===== src/rtl/bin_to_bcd_seq.sv =====
// Sequential binary-to-BCD converter (double dabble, one bit per clock).
// Define BIN_TO_BCD_SEQ_SIGNED_EN to treat bin as two's complement and report its sign.
module bin_to_bcd_seq #(
  parameter int BIN_W  = 14,  // 4..32
  parameter int DIGITS = 4    // 1..10
) (
  input  logic                  clk,
  input  logic                  rst,
  input  logic                  start,
  input  logic [BIN_W-1:0]      bin,
  output logic                  busy,
  output logic                  done,
  output logic [4*DIGITS-1:0]   bcd,
  output logic                  overflow,
  output logic                  sign
);

  localparam int BCD_W = 4 * DIGITS;
  localparam int CNT_W = $clog2(BIN_W);
  localparam logic [CNT_W-1:0] LAST_STEP = CNT_W'(BIN_W - 1);

  typedef enum logic [1:0] {
    IDLE,
    SHIFT,
    DONE
  } state_t;

  state_t state, state_nxt;

  logic [BIN_W-1:0] shreg;
  logic [BIN_W-1:0] mag;
  logic [BCD_W-1:0] acc;
  logic [BCD_W-1:0] acc_adj;
  logic [BCD_W-1:0] acc_nxt;
  logic             carry_out;
  logic [CNT_W-1:0] cnt;
  logic             ovf_work;
  logic             accept;
  logic             last_step;

  // A request landing mid-conversion is dropped, not queued.
  assign accept    = start && (state != SHIFT);
  assign last_step = (state == SHIFT) && (cnt == LAST_STEP);

  // NOTE: clocked state uses non-blocking assignments so every register
  // samples the pre-edge values of the others, independent of block order.
  always_ff @(posedge clk) begin
    if (rst) state <= IDLE;
    else     state <= state_nxt;
  end

  // NOTE: every output of this block is given a default before the case,
  // so no path leaves a signal unassigned and no latch is inferred.
  always_comb begin
    state_nxt = state;
    busy      = 1'b0;
    done      = 1'b0;
    unique case (state)
      IDLE: begin
        if (start) state_nxt = SHIFT;
      end
      SHIFT: begin
        busy = 1'b1;
        if (last_step) state_nxt = DONE;
      end
      DONE: begin
        done      = 1'b1;
        state_nxt = start ? SHIFT : IDLE;
      end
      default: state_nxt = IDLE;
    endcase
  end

  // One double-dabble step: add 3 to digits >= 5, then shift in the next bit.
  always_comb begin
    acc_adj = acc;
    for (int d = 0; d < DIGITS; d++) begin
      if (acc[4*d +: 4] >= 4'd5) acc_adj[4*d +: 4] = acc[4*d +: 4] + 4'd3;
    end
    {carry_out, acc_nxt} = {acc_adj, shreg[BIN_W-1]};
  end

`ifdef BIN_TO_BCD_SEQ_SIGNED_EN
  logic sign_work;

  // Negating the most negative value wraps to 2^(BIN_W-1), which is the
  // correct magnitude when read as unsigned.
  assign mag = bin[BIN_W-1] ? (~bin + BIN_W'(1)) : bin;

  always_ff @(posedge clk) begin
    if (rst) begin
      sign_work <= 1'b0;
      sign      <= 1'b0;
    end else begin
      if (accept)    sign_work <= bin[BIN_W-1];
      if (last_step) sign      <= sign_work;
    end
  end
`else
  assign mag  = bin;
  assign sign = 1'b0;
`endif

  // Result registers update only on the final step, so they hold steady
  // for the whole of the next conversion.
  always_ff @(posedge clk) begin
    if (rst) begin
      shreg    <= '0;
      acc      <= '0;
      cnt      <= '0;
      ovf_work <= 1'b0;
      bcd      <= '0;
      overflow <= 1'b0;
    end else if (accept) begin
      shreg    <= mag;
      acc      <= '0;
      cnt      <= '0;
      ovf_work <= 1'b0;
    end else if (state == SHIFT) begin
      shreg    <= shreg << 1;
      acc      <= acc_nxt;
      cnt      <= cnt + 1'b1;
      ovf_work <= ovf_work | carry_out;
      if (last_step) begin
        bcd      <= acc_nxt;
        overflow <= ovf_work | carry_out;
      end
    end
  end

endmodule

===== config.mk =====
export PLATFORM = sky130hd
export DESIGN_NAME = bin_to_bcd_seq
export DESIGN_NICKNAME = d
export VERILOG_FILES = /design/src/rtl/bin_to_bcd_seq.sv
export SDC_FILE = /design/constraint.sdc
export NUM_CORES = 1
export LEC_CHECK = 0
export ABC_AREA = 1
export BUFFER_PORTS_ARGS = -buffer_cell sky130_fd_sc_hd__buf_2
export CELL_PAD_IN_SITES_DETAIL_PLACEMENT = 0
export CELL_PAD_IN_SITES_GLOBAL_PLACEMENT = 1
export CORE_MARGIN = 2
export CORE_UTILIZATION = 43
export CTS_CLUSTER_DIAMETER = 50
export CTS_CLUSTER_SIZE = 40
export DETAILED_ROUTE_END_ITERATION = 7
export PLACE_DENSITY_LB_ADDON = 0.1
export REMOVE_ABC_BUFFERS = 1
export SETUP_SLACK_MARGIN = 0.02
export SYNTH_ARGS = -nofsm -noshare
export SYNTH_HDL_FRONTEND = slang
export SYNTH_SLANG_ARGS = --single-unit

===== constraint.sdc =====
create_clock -name clk -period 2.67 [get_ports clk]
set_input_delay 0.534 -clock clk [delete_from_list [all_inputs] [get_ports clk]]
set_output_delay 0.534 -clock clk [all_outputs]
set_load 0.02 [all_outputs]

After elaboration in Yosys (flattened, before gate mapping)
Cells that the tools add are included.

Add/subtract/negate cells: 5. Reductions and logical operators: 7. Equal/unequal tests: 6. Bitwise gates (word level): 2. Multiplexer cells: 12. Magnitude comparators: 4.

Operators with widths (number): 14-bit 2-to-1 mux (2); 4-bit by 2-bit adder with 4-bit output, second input constant (4); 4-bit by 3-bit >= comparator with 1-bit output, second input constant (4); 4-bit 2-to-1 mux (4); 2-bit one-hot mux with 3 select lines (1); 4-bit by 1-bit adder with 4-bit output, second input constant (1); 4-bit == test, second input constant (1); 2-bit 2-to-1 mux (2); 2-bit inequality test, second input constant (2); 1-bit 2-to-1 mux (3); 3-bit AND reduction (1); 2-bit by 1-bit == test with 1-bit output, second input constant (1); 2-bit == test, second input constant (1); 1-bit logical AND (2); 2-bit zero test (1); 2-bit by 1-bit inequality test with 1-bit output, second input constant (1); 2-bit AND reduction (1); 2-bit nonzero test (1); 2-bit OR reduction (1); 1-bit NOT (1); 1-bit bitwise OR (1).

Output and inout port bits: 20. Bits in registers: 54. Word-level logic and storage cells: 43. Input port bits: 17.

Longest topological paths before layout
Depth in word-level cells: 4. Mapped depth: 10. Mapped depth without buffers: 9.

Least setup slack after synthesis
Ideal clock, no wire load.

Path kind: register to output. Start: reg state[0]. End: out busy. Buffers on the path: 2. Slack: 1317 ps. Data required time: 2136 ps. Cell stages (with the launch flop): 5. Data arrival time: 819 ps. Cell sequence: dfxtp_1 -> inv_1 -> nor2_2 -> buf_6 -> buf_4.

Longest elaborated chain between the ends: 2.

Ends and longest elaborated chain: start, declared (RTL line 28) `state_t state, state_nxt;`; start signal, assigned (RTL line 49) `else state <= state_nxt;`; 2-bit by 1-bit == test with 1-bit output (RTL line 58) `unique case (state)`; 1-bit 2-to-1 mux (RTL line 58); end, declared (RTL line 11) `output logic busy,`.

Every way passes these cells.

Worst setup path in the final report
Same ends and word-level chain as after synthesis.

==> flow_metrics.env <==
export IMPL_timing_limited_maximum_frequency_ghz=0.543
export IMPL_number_of_global_route_vias_before_repair=2225
export IMPL_grt_setup_unrepaired="no"
export IMPL_synth_warning_count=0
export IMPL_crit_path_start="state[0]"
export IMPL_fp_coreArea_um2=5990
export IMPL_insertedDiodeCount=0
export IMPL_drt_first_pass_iters=5
export IMPL_max_cap_violations=0
export IMPL_cts_repair_resized=0
export IMPL_start_kind="register"
export IMPL_worst_path_arrival_ns=1.31
export IMPL_grt_start_max_net_pins=21
export IMPL_average_wire_per_standard_cell_um=11.3
export IMPL_totalWireLength_mm=5.75
export IMPL_layout_drive_gt1_share_pct=13.3
export IMPL_htree_num_levels=2
export IMPL_yosys_register_bits=54
export IMPL_maxSlewHeadroom_pct=62.1
export IMPL_worst_slew_pin_slew_ns=0.566
export IMPL_cts_tree="built"
export IMPL_setup_violations_final=0
export IMPL_cp_required_ns=2.14
export IMPL_cts_buffers=5
export IMPL_io_pins=37
export IMPL_initial_utilization_pct=45.3
export IMPL_cts_root_to_sink_buffers=2
export IMPL_vias_per_cell=4.62
export IMPL_worst_path_buf_inv=3
export IMPL_critPathKind="reg2out"
export IMPL_path_cells="inv_1, nor2_2, buf_4, buf_2"
export IMPL_synth_sequential_area_ratio_pct=39.9
export IMPL_switching_power_mw=0.421
export IMPL_synthCells=402
export IMPL_syn_cell_area_um2=2710
export IMPL_period_needed_ns=1.84
export IMPL_slowest_stage="dfxtp_1"
export IMPL_via_count=2363
export IMPL_dp_hpwl_mm=4.16
export IMPL_worst_skew_pair_late_latency_ns=0.31
export IMPL_grt_pass1_wl_mm=10.0
export IMPL_hold_class="reg2reg"
export IMPL_drt_first_iter_violations=65
export IMPL_largest_delay_contributor_family_on_the_critical_path="buffers and inverters"
export IMPL_layout_nets=462
export IMPL_clockPowerShare_pct=31.4
export IMPL_postCtsHoldBufs=0
export IMPL_critical_path_max_fanout=18
export IMPL_synthesis_area_per_instance_um2=6.74
export IMPL_remaining_drc_errors=0
export IMPL_startpoint_of_the_worst_register_to_register_path="state[1]"
export IMPL_synth_distinct_cells=23
export IMPL_r2r_setup_slack_ns=1.04
export IMPL_globalRoute_totalOverflow=0
export IMPL_critical_path_max_stage_delay_ns=0.37
export IMPL_area_growth_synth_to_final_pct=10.9
export IMPL_floorplan_rows=28
export IMPL_cellInternalPower_mw=1.11
export IMPL_clk_transition_reported_paths_ns=0.10
export IMPL_placedCellCount=503
export IMPL_die_area_um2=6960
export IMPL_run_status="completed"
export IMPL_timing_hold_worst_start="ovf_work"
export IMPL_die_h_um=83.4
export IMPL_die_width_um=83.4
export IMPL_share_comb_of_total_power_pct=12.9
export IMPL_critical_path_endpoint_type="output pin"
export IMPL_p_leak_nw=1.58
export IMPL_layout_worst_path_cycle_share_pct=68.9
export IMPL_power_per_cell_area_nw_per_um2=510
export IMPL_net_sw_share_pct=27.4
export IMPL_route_antenna_remaining_nets=0
export IMPL_cts_root_buf="clkbuf_8"
export IMPL_finalClockSkew_ns=0.00767
export IMPL_gp_congestion=0.789
export IMPL_hold_viol_final=0
export IMPL_antenna_violations_before_repair=0
export IMPL_worst_supply_voltage_drop_on_vdd_uv=204
export IMPL_cts_repair_timing_setup_buffer_count=0
export IMPL_fin_setup_tns_ns=0
export IMPL_final_report_max_slew_violation_count=0
export IMPL_total_global_route_track_usage_pct=17.4
export IMPL_final_instance_count_excl_fill=511
export IMPL_buffer_ports_inserted=35
export IMPL_cts_num_sinks=54
export IMPL_power_sequential_fraction_pct=55.7
==> placed cells by master (no fill, tap or decap), drive strengths merged <==
master    n
conb      1
dfxtp    54
o21ai    27
inv      77
ha       10
clkinv    1
nand2   106
xnor2     1
xor2      1
clkbuf    7
o211ai    3
nor2     36
a21oi    20
buf      41
or2       1
nand3    50
==> synth_stat cells <==
library cell  instances  area share, %
nand2_1             105             15
inv_1                76             11
dfxtp_1              54             40
nand3_1              50            9.2
nor2_1               34            4.7
o21ai_0              26            4.8
a21oi_1              16            3.0
ha_1                 10            4.6
buf_2                 6            1.1
a21oi_2               4            1.3
buf_4                 4            1.1
buf_6                 4            1.7
o211ai_1              3           0.83
clkbuf_1              1           0.14
conb_1                1           0.14
inv_2                 1           0.14
nand2_2               1           0.23
nor2_2                1           0.23
nor2_4                1           0.42
o21ai_4               1           0.60
or2_2                 1           0.23
xnor2_1               1           0.32
xor2_1                1           0.32
==> worst register-to-register path: cells and delay by family (launching register included) <==
| kind | cells | cell delay (ns) |
|---|---|---|
| simple gates | 5 | 0.89 |
| buf+inv | 3 | 0.30 |
| flops | 1 | 0.33 |
==> through the flow <==
stage | cell area, um2 | util, % | power [mW] | hold WS, ns | setup WS, ns
5_1_grt | 3010 | 50.2 | 1.62 | 0.475 | 0.707
4_1_cts | 3010 | 50.2 | 1.55 | 0.458 | 0.814
3_3_place_gp | 2920 | 48.7 | 1.07 | 0.437 | 1.04
3_5_place_dp | 2920 | 48.7 | 1.07 | 0.444 | 0.990
2_1_floorplan | 2600 | - | 1.01 | 0.430 | 0.555
6_report | 3010 | 50.2 | 1.53 | 0.463 | 0.829
==> worst paths after layout <==
kind                                 end  depth (start not counted)
worst min register to register  ovf_work                          2
worst min-delay path            ovf_work                          2
worst max-delay path                busy                          4
worst max register to register  overflow                          8
==> state kept, by name, summed over array words and instances, names as in the netlist <==
| register | count |
|---|---|
| cnt | 4 |
| ovf_work | 1 |
| overflow | 1 |
| shreg | 14 |
| state | 2 |
| bcd | 16 |
| acc | 16 |
==> power by group through the flow <==
| stage | clock, mW | sequential, mW | combinational (mW) |
|---|---|---|---|
| floorplan | 0 | 0.868 | 0.138 |
| global placement | 0 | 0.874 | 0.197 |
| detailed placement | 0 | 0.873 | 0.199 |
| CTS | 0.499 | 0.855 | 0.199 |
| global route | 0.532 | 0.859 | 0.230 |
| finish | 0.481 | 0.855 | 0.197 |
==> cell type report <==
type	count	area, um2
fill	643	2980
multi-input combinational	256	1230
sequential	54	1080
inverter	77	289
timing repair buffer	41	220
tap	75	93.8
clock buffer	7	86.3
clock inverter	1	5.00
==> layer usage <==
metal  vias to the layer above  track usage (%)  share of wire, %
li1                       1296                -                 -
met1                      1039             22.3                50
met2                        21             30.2                47
met3                         7             3.08               2.6
met4                         0             4.02               1.1
met5                         -                0                 0
==> kinds of logic (layout without fill, tap and decap cells) <==
logic type | after synthesis | after routing | synth area share [%]
compound gates | 50 | 50 | 10.5
buf+inv | 92 | 126 | 14.7
xor+xnor | 2 | 2 | 0.646
fa+ha+maj | 10 | 10 | 4.61
other cells | 1 | 1 | 0.138
flops | 54 | 54 | 39.9
simple gates | 193 | 193 | 29.6
(Power assumes the default switching activity.)
